## config.mk

```make
export PLATFORM = sky130hd
export DESIGN_NAME = seq_divider
export DESIGN_NICKNAME = d
export VERILOG_FILES = /design/src/rtl/seq_divider_pkg.sv /design/src/rtl/seq_divider_div_step.sv /design/src/rtl/seq_divider.sv
export SDC_FILE = /design/constraint.sdc
export NUM_CORES = 1
export LEC_CHECK = 0
export BUFFER_PORTS_ARGS = -buffer_cell sky130_fd_sc_hd__buf_2
export CORE_MARGIN = 1.5
export CORE_UTILIZATION = 45
export CTS_CLUSTER_DIAMETER = 80
export DETAILED_ROUTE_END_ITERATION = 10
export GPL_ROUTABILITY_DRIVEN = 1
export GPL_TIMING_DRIVEN = 0
export PLACE_DENSITY = 0.73
export SYNTH_ARGS = -nofsm -noshare
export SYNTH_HDL_FRONTEND = slang
export SYNTH_HIERARCHICAL = 1
export SYNTH_SLANG_ARGS = --single-unit
```

## constraint.sdc

```tcl
create_clock -name clock -period 3.95 [get_ports clock]
set_clock_uncertainty 0.2 [all_clocks]
set_input_delay 0.79 -clock clock [delete_from_list [all_inputs] [get_ports clock]]
set_output_delay 0.79 -clock clock [all_outputs]
set_load 0.1 [all_outputs]
```

## src/rtl/seq_divider_pkg.sv

```systemverilog
// rtl/seq_divider_pkg.sv - shared state encoding for the sequential divider
// Purpose: FSM state type and width used by seq_divider.
// Ports: none (package).
package seq_divider_pkg;

  localparam int DIV_STATE_W = 2;

  typedef enum logic [DIV_STATE_W-1:0] {
    DIV_IDLE = 2'd0,
    DIV_CALC = 2'd1,
    DIV_FIX  = 2'd2,
    DIV_DONE = 2'd3
  } div_state_e;

endpackage

```

## src/rtl/seq_divider_div_step.sv

```systemverilog
// rtl/seq_divider_div_step.sv - one restoring shift/subtract step
// Purpose: combinational radix-2 restoring step, reused every CALC cycle.
// Ports:
//   rem_in   in   WIDTH  partial remainder
//   bit_in   in   1      next dividend bit shifted into the remainder
//   divisor  in   WIDTH  divisor magnitude
//   rem_out  out  WIDTH  next partial remainder
//   q_bit    out  1      quotient bit produced by this step
module div_step #(
  parameter int WIDTH = 32
) (
  input  logic [WIDTH-1:0] rem_in,
  input  logic             bit_in,
  input  logic [WIDTH-1:0] divisor,
  output logic [WIDTH-1:0] rem_out,
  output logic             q_bit
);

  // One extra bit: the shifted remainder can exceed WIDTH bits before subtraction.
  logic [WIDTH:0] shifted;
  logic [WIDTH:0] diff;

  always_comb begin
    shifted = {rem_in, bit_in};
    diff    = shifted - {1'b0, divisor};
    q_bit   = (shifted >= {1'b0, divisor});
    rem_out = q_bit ? diff[WIDTH-1:0] : shifted[WIDTH-1:0];
  end

endmodule

```

## src/rtl/seq_divider.sv

```systemverilog
// rtl/seq_divider.sv - multi-cycle radix-2 restoring DIV/DIVU unit
// Purpose: captures operands on start, iterates WIDTH restoring steps, applies
//   sign fixup and presents {remainder, quotient} with a one-cycle done pulse.
// Optional feature macro: DIV_EARLY_OUT_EN (skip CALC when |dividend| < |divisor|).
// Ports:
//   clock        in   1      rising-edge clock
//   reset_n      in   1      asynchronous active-low reset
//   flush        in   1      abort in-flight divide, highest sync priority
//   start        in   1      launch divide, sampled only in IDLE
//   is_signed    in   1      1 = two's complement, 0 = unsigned
//   dividend     in   WIDTH  rs value
//   divisor      in   WIDTH  rt value
//   busy         out  1      divide in flight (CALC/FIX)
//   done         out  1      one-cycle result pulse
//   quotient     out  WIDTH  LO result
//   remainder    out  WIDTH  HI result
//   div_by_zero  out  1      divisor was zero, held until next start
module seq_divider
  import seq_divider_pkg::*;
#(
  parameter int WIDTH = 32
) (
  input  logic             clock,
  input  logic             reset_n,
  input  logic             flush,
  input  logic             start,
  input  logic             is_signed,
  input  logic [WIDTH-1:0] dividend,
  input  logic [WIDTH-1:0] divisor,
  output logic             busy,
  output logic             done,
  output logic [WIDTH-1:0] quotient,
  output logic [WIDTH-1:0] remainder,
  output logic             div_by_zero
);

  localparam int              CNT_W      = $clog2(WIDTH);
  localparam logic [CNT_W-1:0] CNT_LAST  = CNT_W'(WIDTH - 1);
  localparam logic [WIDTH-1:0] DIV_ZERO_Q = '1;

  div_state_e       state_q, state_d;
  logic [CNT_W-1:0] count_q, count_d;
  logic [WIDTH-1:0] rem_q, rem_d;       // partial remainder
  logic [WIDTH-1:0] work_q, work_d;     // dividend bits shifting out, quotient bits shifting in
  logic [WIDTH-1:0] dvsr_q, dvsr_d;     // divisor magnitude
  logic             q_neg_q, q_neg_d;
  logic             r_neg_q, r_neg_d;
  logic             dz_q, dz_d;
  logic [WIDTH-1:0] quotient_q, quotient_d;
  logic [WIDTH-1:0] remainder_q, remainder_d;
  logic             div_by_zero_q, div_by_zero_d;

  logic             a_neg, b_neg;
  logic [WIDTH-1:0] a_mag, b_mag;
  logic             early_out;
  logic [WIDTH-1:0] step_rem;
  logic             step_q_bit;

  always_comb begin
    a_neg = is_signed & dividend[WIDTH-1];
    b_neg = is_signed & divisor[WIDTH-1];
    a_mag = a_neg ? -dividend : dividend;
    b_mag = b_neg ? -divisor : divisor;
  end

`ifdef DIV_EARLY_OUT_EN
  assign early_out = (a_mag < b_mag);
`else
  assign early_out = 1'b0;
`endif

  div_step #(.WIDTH(WIDTH)) u_step (
    .rem_in  (rem_q),
    .bit_in  (work_q[WIDTH-1]),
    .divisor (dvsr_q),
    .rem_out (step_rem),
    .q_bit   (step_q_bit)
  );

  always_comb begin
    state_d       = state_q;
    count_d       = count_q;
    rem_d         = rem_q;
    work_d        = work_q;
    dvsr_d        = dvsr_q;
    q_neg_d       = q_neg_q;
    r_neg_d       = r_neg_q;
    dz_d          = dz_q;
    quotient_d    = quotient_q;
    remainder_d   = remainder_q;
    div_by_zero_d = div_by_zero_q;

    if (flush) begin
      // Abort: only the state moves; results from the previous divide stay visible.
      state_d = DIV_IDLE;
    end else begin
      unique case (state_q)
        DIV_IDLE: begin
          if (start) begin
            div_by_zero_d = 1'b0;
            if (divisor == '0) begin
              // Pre-load the final answer; FIX passes it through without sign fixup.
              state_d = DIV_FIX;
              dz_d    = 1'b1;
              rem_d   = dividend;
              work_d  = DIV_ZERO_Q;
              q_neg_d = 1'b0;
              r_neg_d = 1'b0;
            end else if (early_out) begin
              state_d = DIV_FIX;
              dz_d    = 1'b0;
              rem_d   = dividend;
              work_d  = '0;
              q_neg_d = 1'b0;
              r_neg_d = 1'b0;
            end else begin
              state_d = DIV_CALC;
              count_d = CNT_LAST;
              dz_d    = 1'b0;
              rem_d   = '0;
              work_d  = a_mag;
              dvsr_d  = b_mag;
              q_neg_d = a_neg ^ b_neg;
              r_neg_d = a_neg;
            end
          end
        end
        DIV_CALC: begin
          rem_d  = step_rem;
          work_d = {work_q[WIDTH-2:0], step_q_bit};
          if (count_q == '0) begin
            state_d = DIV_FIX;
          end else begin
            count_d = count_q - CNT_W'(1);
          end
        end
        DIV_FIX: begin
          quotient_d    = q_neg_q ? -work_q : work_q;
          remainder_d   = r_neg_q ? -rem_q : rem_q;
          div_by_zero_d = dz_q;
          state_d       = DIV_DONE;
        end
        DIV_DONE: begin
          state_d = DIV_IDLE;
        end
        default: begin
          state_d = DIV_IDLE;
        end
      endcase
    end
  end

  always_ff @(posedge clock or negedge reset_n) begin
    if (!reset_n) begin
      state_q       <= DIV_IDLE;
      count_q       <= '0;
      rem_q         <= '0;
      work_q        <= '0;
      dvsr_q        <= '0;
      q_neg_q       <= 1'b0;
      r_neg_q       <= 1'b0;
      dz_q          <= 1'b0;
      quotient_q    <= '0;
      remainder_q   <= '0;
      div_by_zero_q <= 1'b0;
    end else begin
      state_q       <= state_d;
      count_q       <= count_d;
      rem_q         <= rem_d;
      work_q        <= work_d;
      dvsr_q        <= dvsr_d;
      q_neg_q       <= q_neg_d;
      r_neg_q       <= r_neg_d;
      dz_q          <= dz_d;
      quotient_q    <= quotient_d;
      remainder_q   <= remainder_d;
      div_by_zero_q <= div_by_zero_d;
    end
  end

  assign busy        = (state_q == DIV_CALC) || (state_q == DIV_FIX);
  assign done        = (state_q == DIV_DONE);
  assign quotient    = quotient_q;
  assign remainder   = remainder_q;
  assign div_by_zero = div_by_zero_q;

endmodule
```

==> impl_metrics.tcl <==
set metrics [dict create \
    outcome "finished, final reports clean" \
    ant_nets 0 \
    track_usage 0.262 \
    cts.clk_slew.worst_paths_ns 0.07 \
    synth.avg_cell_area_um2 8.53 \
    hold_path.class "in2async" \
    cp_cell_sequence "ha_1 > a21oi_1 > o21ai_0 > a41oi_1 > nand2_1 > nor3_4 > o211ai_4 > a21oi_4 > inv_4 > buf_12 > mux2_4 > a221oi_1 > nor2_1" \
    yosysWarnings 6 \
    htreeDepth 4 \
    synth_top_family_by_area "compound AO/OA/AOI/OAI gates" \
    grt_max_degree 126 \
    fill_cells 2508 \
    placed_area_um2 13100 \
    finalCritPeriodShare 0.939 \
    yosys.area_share.adder 0.0445 \
    rr_worst_depth 13 \
    synth_seq_cells 171 \
    grt_pass1_wl_mm 57.5 \
    worstReg2RegStart "rem_q[15]" \
    final-setup-viol-count 0 \
    ctsLongestPathBuffers 2 \
    cts_buffers 17 \
    synthCells 1403 \
    finalCriticalPeriod_ns 3.71 \
    synth-simple-area-share 0.184 \
    core_area_um2 26100 \
    tightest_slew_ns 0.714 \
    drt-wirelength-per-cell_um 19.0 \
    rsz0062_at_grt "no" \
    cp_slowest_cell "dfrtp_1" \
    slew_headroom 0.524 \
    drt_iter0_markers 842 \
    slowest_delay_ns 0.56 \
    maxCapViolations 0 \
    cts_root_buffer "clkbuf_16" \
    synthXorXnorAreaFrac 0.102 \
    drt_wl_total_mm 36.2 \
    fmax_ghz 0.270 \
    clock-sinks 171 \
    critPathArrivalTime_ns 3.81 \
    synth_compound_gate_area_share 0.221 \
    cts_tree "yes" \
    required_ns 4.06 \
    synth_cell_type_count 86 \
    synth_nets 1514 \
    die_area_um2 27600 \
    syn-cell-area_um2 12000 \
    dp_hpwl_mm 28.9 \
    via_count 11100 \
    die_h_um 166 \
    synth_edf_count 0 \
    path_class "reg2reg" \
    r2r-end "rem_q[18]" \
    synthMuxAreaShare 0.0376 \
    row_count 59 \
    drcViolationCount 0 \
    synth_ff_type "dfrtp_1" \
    port_buffers 134 \
    clk_latency_ns 0.44 \
    drive_above_1_share 0.162 \
    maxSlewViolCount 0 \
    io_pins 136 \
    startpoint_type "flip-flop" \
    start_util 0.459 \
    rrSetupSlack_ns 0.24 \
    synth.yosys.seq_area_share 0.358 \
    vias_per_cell 5.80 \
    globalRouteOverflowTotal 0 \
    postLayoutCellArea_um2 13700 \
    area_growth_pct 14.8 \
    cp-end-kind "flip-flop" \
    critical_path_peak_fanout 10 \
    ys_async_sr_fraction 1.00 \
    gp_congestion 0.960 \
    die_w_um 166 \
    hold_violations 0 \
    grt_pass1_vias 10500 \
    antenna_found_initial 1 \
    firstDrtPassIters 5 \
    nets 1670 \
]
-- worst max path at each step --
stage,startpoint,to,slack [ns],cells after the start
final,rem_q[15],rem_q[18],0.24,13
after global routing,rem_q[18],rem_q[18],0.02,14
after CTS,rem_q[23],rem_q[25],0.13,14
after detailed placement,rem_q[23],rem_q[25],0.14,14
after global placement,reset_n,dvsr_q[6],-0.68,1
after floorplan,rem_q[23],rem_q[24],0.73,14
-- worst max-delay path: cells and delay by family (launching register included) --
family / cells / cell delay [ns]
AOI/OAI and AO/OA: 6 / 1.42
DFF: 1 / 0.56
and+or+nand+nor: 3 / 0.47
adders and majority gates: 1 / 0.39
muxes: 1 / 0.29
buffers and inverters: 2 / 0.23
-- flip-flops by register name, indices dropped and copies added, names as in the netlist --
register     cells
dvsr_q          32
rem_q           32
r_neg_q          1
q_neg_q          1
div_by_zero      1
count_q          5
state_q          2
work_q          32
remainder       32
quotient        32
dz_q             1
-- area by class of cell --
| class | count | area (um^2) | share of cell area |
|---|---|---|---|
| clock buffer | 17 | 425 | 0.0310 |
| inverter | 64 | 243 | 0.0177 |
| multi-input combinational | 1090 | 7080 | 0.515 |
| sequential | 171 | 4280 | 0.312 |
| timing repair buffer | 137 | 723 | 0.0526 |
| tap | 335 | 419 | 0.0305 |
| buffer | 78 | 387 | 0.0281 |
| antenna | 1 | 2.50 | 0.000182 |
| clock inverter | 15 | 175 | 0.0128 |
-- metrics by stage --
stage	hold slack (ns)	setup TNS (ns)	util	cells	setup WS [ns]
final	0.0249	0	0.527	1908	0.242
after global routing	0.0430	0	0.527	1907	0.0183
after CTS	0.0337	0	0.526	1905	0.128
after detailed placement	0.267	0	0.503	1873	0.142
after global placement	0.259	-112.97	0.501	1872	-0.685
after floorplan	0.251	0	-	1403	0.725
-- cell usage in the layout, fill, tap and decap left out, drive strengths merged, types with 32 or more instances in the layout --
cell    synthesis  final
nand2         190    190
o21ai         177    177
dfrtp         171    171
buf            30    167
nor2          107    107
xor2           82     82
inv            64     71
a21oi          69     69
clkbuf         48     65
xnor2          58     58
ha             41     41
a221oi         33     33
nor3           32     32
-- Yosys cell counts, drive strengths merged, types with 9 or more instances --
| master | n | area (um^2) |
|---|---|---|
| nand2 | 190 | 716 |
| o21ai | 177 | 886 |
| dfrtp | 171 | 4280 |
| nor2 | 107 | 407 |
| xor2 | 82 | 718 |
| a21oi | 69 | 357 |
| inv | 64 | 243 |
| xnor2 | 58 | 508 |
| clkbuf | 48 | 191 |
| ha | 41 | 513 |
| a221oi | 33 | 295 |
| nor3 | 32 | 171 |
| buf | 30 | 195 |
| o31ai | 27 | 216 |
| mux2 | 24 | 360 |
| nand3 | 19 | 100 |
| or3 | 19 | 129 |
| nor4 | 18 | 119 |
| o41ai | 18 | 188 |
| or4 | 16 | 128 |
| o22ai | 14 | 87.6 |
| nand4 | 13 | 81.3 |
| a21o | 12 | 92.6 |
| nor2b | 11 | 68.8 |
| a31oi | 10 | 62.6 |
| a211oi | 9 | 72.6 |
| mux2i | 9 | 90.1 |
-- routing by layer --
metal | vias up | part of all wire | track usage
met1 | 5207 | 0.45 | 0.359
met3 | 74 | 0.063 | 0.0386
met5 | - | 0.00019 | 0
li1 | 5350 | - | -
met2 | 432 | 0.45 | 0.417
met4 | 2 | 0.033 | 0.104
-- kinds of logic after synthesis --
group                    Yosys count
AND/OR/NAND/NOR                  462
flip-flops                       171
XOR/XNOR                         140
buffers and inverters            142
adder cells (fa/ha/maj)           42
multiplexers                      33
AO/OA/AOI/OAI                    413
-- timing repair --
item / 4_1_cts / 5_1_grt
gates resized for setup: 0 / 6
endpoints found under the setup margin: 0 / 22
buffers inserted: 0 / 2
hold buffers: 0 / 0
Power is left out: the tool's default activity adds up to more than one toggle a clock period on the data nets, which glitch-free logic cannot reach.
